## config.mk

```make
export PLATFORM = sky130hd
export DESIGN_NAME = serial_alu_sequencer
export DESIGN_NICKNAME = d
export VERILOG_FILES = /design/src/rtl/ula_pkg.sv /design/src/rtl/FullAdder1Bit.sv /design/src/rtl/serial_alu_sequencer.sv
export SDC_FILE = /design/constraint.sdc
export NUM_CORES = 1
export LEC_CHECK = 0
export BUFFER_PORTS_ARGS = -buffer_cell sky130_fd_sc_hd__buf_2
export CAP_MARGIN = 5
export CORE_UTILIZATION = 57
export DETAILED_ROUTE_END_ITERATION = 10
export GPL_ROUTABILITY_DRIVEN = 0
export PLACE_DENSITY = 0.87
export SLEW_MARGIN = 20
export SYNTH_ARGS = -nofsm -noshare
export SYNTH_HDL_FRONTEND = slang
export SYNTH_SLANG_ARGS = --single-unit
```

## constraint.sdc

```tcl
create_clock -name clk -period 2.4 [get_ports clk]
set_clock_uncertainty 0.1 [all_clocks]
set_input_delay 0.48 -clock clk [delete_from_list [all_inputs] [get_ports clk]]
set_output_delay 0.48 -clock clk [all_outputs]
set_load 0.01 [all_outputs]
```

## src/rtl/ula_pkg.sv

```systemverilog
// ula_pkg: shared FSM encodings and opcode constants for the ULA add/sub path
package ula_pkg;
    localparam logic [1:0] IDLE = 2'd0;
    localparam logic [1:0] RUN  = 2'd1;
    localparam logic [1:0] DONE = 2'd2;
    localparam logic OP_ADD = 1'b0;
    localparam logic OP_SUB = 1'b1;
endpackage

```

## src/rtl/FullAdder1Bit.sv

```systemverilog
// FullAdder1Bit: single-bit full adder
module FullAdder1Bit (
    input  logic A,
    input  logic B,
    input  logic Cin,
    output logic S,
    output logic Cout
);
    assign S    = A ^ B ^ Cin;
    assign Cout = (A & B) | (Cin & (A ^ B));
endmodule

```

## src/rtl/serial_alu_sequencer.sv

```systemverilog
// serial_alu_sequencer: bit-serial add/sub, LSB first, one full adder reused across WIDTH clocks
module serial_alu_sequencer
    import ula_pkg::*;
#(
    parameter int WIDTH = 8
) (
    input  logic             clk,
    input  logic             rst_n,
    input  logic             start,
    input  logic             op_sub,
    input  logic [WIDTH-1:0] a,
    input  logic [WIDTH-1:0] b,
    output logic             busy,
    output logic             done,
    output logic [WIDTH-1:0] result,
    output logic             cout,
    output logic             overflow,
    output logic             zero
);
    localparam int CW = $clog2(WIDTH);
    logic [1:0]       state;
    logic [WIDTH-1:0] a_sh, b_sh, nxt;
    logic [CW-1:0]    cnt;
    logic             carry, s, co, accept;
    FullAdder1Bit u_fa (.A(a_sh[0]), .B(b_sh[0]), .Cin(carry), .S(s), .Cout(co));
    assign busy   = state == RUN;
    assign done   = state == DONE;
    assign accept = start && state != RUN;
    assign nxt    = {s, result[WIDTH-1:1]};
    always_ff @(posedge clk or negedge rst_n) begin
        if (!rst_n) begin
            state    <= IDLE;
            a_sh     <= '0;
            b_sh     <= '0;
            carry    <= 1'b0;
            cnt      <= '0;
            result   <= '0;
            cout     <= 1'b0;
            overflow <= 1'b0;
            zero     <= 1'b1;
        end else if (accept) begin
            a_sh  <= a;
            b_sh  <= op_sub == OP_ADD ? b : ~b;
            carry <= op_sub == OP_SUB;
            cnt   <= '0;
            state <= RUN;
        end else if (state == RUN) begin
            a_sh   <= a_sh >> 1;
            b_sh   <= b_sh >> 1;
            result <= nxt;
            carry  <= co;
            cnt    <= cnt + CW'(1);
            if (cnt == CW'(WIDTH - 1)) begin
                overflow <= carry ^ co;
                cout     <= co;
                zero     <= nxt == '0;
                state    <= DONE;
            end
        end else begin
            state <= IDLE;
        end
    end
endmodule

```

==> flow_summary.yaml <==
outcome:
  status: "complete, no violations"
routing:
  first_iter_violations: 15
  drt-total-wl_um: 2830
  vias: 1133
  route.met3.wl_um: 126
  highest_layer: "met4"
  routedWlPerCell_um: 13.3
  drc_errors: 0
  ant_nets: 0
  m1WireLength_um: 1260
  via_per_inst: 5.34
  wl_met2_um: 1390
  first_pass_iters: 4
layout:
  stdcell_count: 212
  antennaDiodeCount: 0
  drive_gt1_share_pct: 25.8
  ff_latch_area_um2: 827
  area_growth_pct: 13.0
  multiInputGateArea_um2: 653
  nFillCells: 212
  nets: 204
clock_network:
  ctsHoldBuffers: 0
  tritoncts: "done"
  numClockSinks: 33
  cts_buffer_depth: 2
  cts_resized: 0
  ctsRootBufferMaster: "clkbuf_4"
  clkSlewWorstSetupHoldPaths_ns: 0.11
  htree_levels: 2
  cts_setup_buffers: 0
  cts_buffers: 5
  clk_latency_ns: 0.34
sta:
  rsz0062_at_grt: "false"
  finalHoldViolCount: 0
  max_freq_ghz: 0.501
  final.min_clock_period_ns: 2.00
  setup_tns_ns: 0
  final-setup-viol-count: 0
  holdWs_ns: 0.0730
  worst_pin_slew_ns: 0.708
  slew_violations: 0
  finalWorstSetupSlack_ns: 0.402
  finalCritPeriodShare_pct: 83.2
  maxSlewHeadroom_pct: 52.8
critical_path:
  endpoint_kind: "output port"
  reg2reg_slack_ns: 0.82
  r2r-start: "carry"
  rr_worst_depth: 4
  cp_num_cells: 3
  crit_buf_inv: 2
  crit_arrival_ns: 1.42
  crit_family: "buffers and inverters"
  crit_chain: "nand2b_4 -> inv_2 -> buf_2"
  r2r_end: "zero"
  crit_type: "flip-flop to output port"
  crit_path_start_kind: "flip-flop"
  cp.required_ns: 1.82
  cpPeakStageDelay_ns: 0.40
  crit_path_end: "busy"
  slowest_stage: "dfrtp_1"
  startpoint: "state[1]"
  crit_path_max_fanout: 23
grt:
  track_usage_pct: 22.6
  antenna_found_initial: 0
  grt_pass1_vias: 1075
  gr-total-overflow: 0
  grt_max_degree: 34
  grt_pass1_wl_um: 4470
worst_hold_path:
  hold_class: "input port to async pin"
yosys:
  synth_warnings: 0
  synth_simple_gate_area_share_pct: 15.0
  yosysSeqAreaShare_pct: 53.0
  synth_adder_area_share_pct: 2.89
  yosys-top-cells-count: "45 x nand2_1, 32 x dfrtp_1, 17 x o21ai_0"
  synthMuxAreaShare_pct: 11.7
  synth-compound-area-share_pct: 7.22
  synth_top_family_by_area: "simple AND/OR/NAND/NOR gates"
  synth_seq_cells: 33
  synth_top_area_share_pct: 51.3
  synth_top_area_cell: "dfrtp_1"
  synth.distinct_cells: 24
  synth-main-ff-cell: "dfrtp_1"
  synth_area_um2: 1560
  synth_cells: 150
  synth-edff-count: 0
  async_flop_share_pct: 100
  synth_xor_area_share_pct: 5.05
  yosys.cell_count.top_type: "nand2_1"
  syn_nets: 173
  ys_top_cells_by_area: "dfrtp_1 51%, nand2_1 11%, mux2i_1 10%"
  syn_avg_cell_area_um2: 10.4
pwr:
  p_int_mw: 1.27
  power_density_nw_per_um2: 1180
  totalPowerFinal_mw: 2.08
  peakVddDrop_uv: 759
  p_sw_mw: 0.804
  power_frac_comb_pct: 36.3
  switching_share_pct: 38.7
  p_clk_share_pct: 17.4
  seqPwrFrac_pct: 46.3
  p_leak_nw: 0.928
die:
  die_x_um: 54.3
  die_area_um2: 2950
  die_y_um: 54.3
  ios: 33
  coreArea_um2: 2520
  fp-row-count: 18
  start_util_pct: 61.9
placed_design:
  dp_cells: 204
  dpl.hpwl_um: 2060
  dpl_worst_slack_ns: 0.786
  port_buffers: 32
job:
  maxCapViolations: 0
-- state kept, by name (all words and copies together) (netlist names) --
register / count
cout: 1
cnt: 3
state: 2
b_sh: 8
a_sh: 8
carry: 1
zero: 1
overflow: 1
result: 8
-- layout make-up --
| type | instances | share of cell area, % |
|---|---|---|
| inverters | 2 | 0.426 |
| repair buffers | 33 | 9.51 |
| multi-input cells | 106 | 37.0 |
| well taps | 30 | 2.13 |
| flip-flops and latches | 33 | 46.9 |
| clock buffers | 7 | 3.69 |
| clock inverters | 1 | 0.284 |
-- worst min path at each step --
stage	startpoint	endpoint	slack, ns	cells after the start
detailed placement	a_sh[1]	a_sh[0]	0.37	2
floorplan	rst_n	a_sh[0]	0.08	0
global placement	a_sh[2]	a_sh[1]	0.36	2
CTS	rst_n	overflow	0.09	1
global route	rst_n	overflow	0.12	1
finish	rst_n	overflow	0.07	1
-- stage by stage --
step                      util (%)  instance area, um2
after floorplan                  -                1560
after global placement        67.1                1690
after detailed placement      67.1                1690
after CTS                     69.9                1760
after global routing          69.9                1760
final                         69.9                1760
-- placed cells by master, fill, tap and decap left out --
cell      instances
a211oi_2          1
clkbuf_4          5
nand2b_4          1
o21ai_0          17
buf_2            32
xor2_1            7
nand3b_1          1
xnor2_1           2
clkinv_2          1
nor4_1            2
clkbuf_8          2
dfstp_2           1
mux2i_1          16
nor2_1            3
dfrtp_1          32
mux2_2            2
inv_1             1
nand2_1          45
nand2b_1          2
fa_1              1
and2b_1           1
buf_4             1
ha_1              2
inv_2             1
o21ai_1           3
-- cells by family (layout without fill, tap and decap cells) --
| logic type | count (synthesis) | in the layout |
|---|---|---|
| AO/OA/AOI/OAI | 21 | 21 |
| XOR/XNOR | 9 | 9 |
| adder cells (fa/ha/maj) | 3 | 3 |
| buffers and inverters | 11 | 43 |
| flip-flops | 33 | 33 |
| multiplexers | 18 | 18 |
| AND/OR/NAND/NOR | 55 | 55 |
-- metal layers --
| metal | vias to the layer above | global-route usage (%) |
|---|---|---|
| met5 | - | 0 |
| met4 | 0 | 12.8 |
| met3 | 5 | 5.83 |
| met2 | 31 | 39.2 |
| met1 | 546 | 24.7 |
| li1 | 551 | - |
-- power groups by stage --
stage               combinational, mW  sequential [mW]  clock (mW)
global placement                0.706            0.951           0
floorplan                       0.554            0.971           0
global route                    0.866            0.991       0.390
detailed placement              0.761            0.974           0
CTS                             0.764            0.962       0.368
finish                          0.755            0.961       0.361
Note: power is estimated with default switching activity, not from simulation.
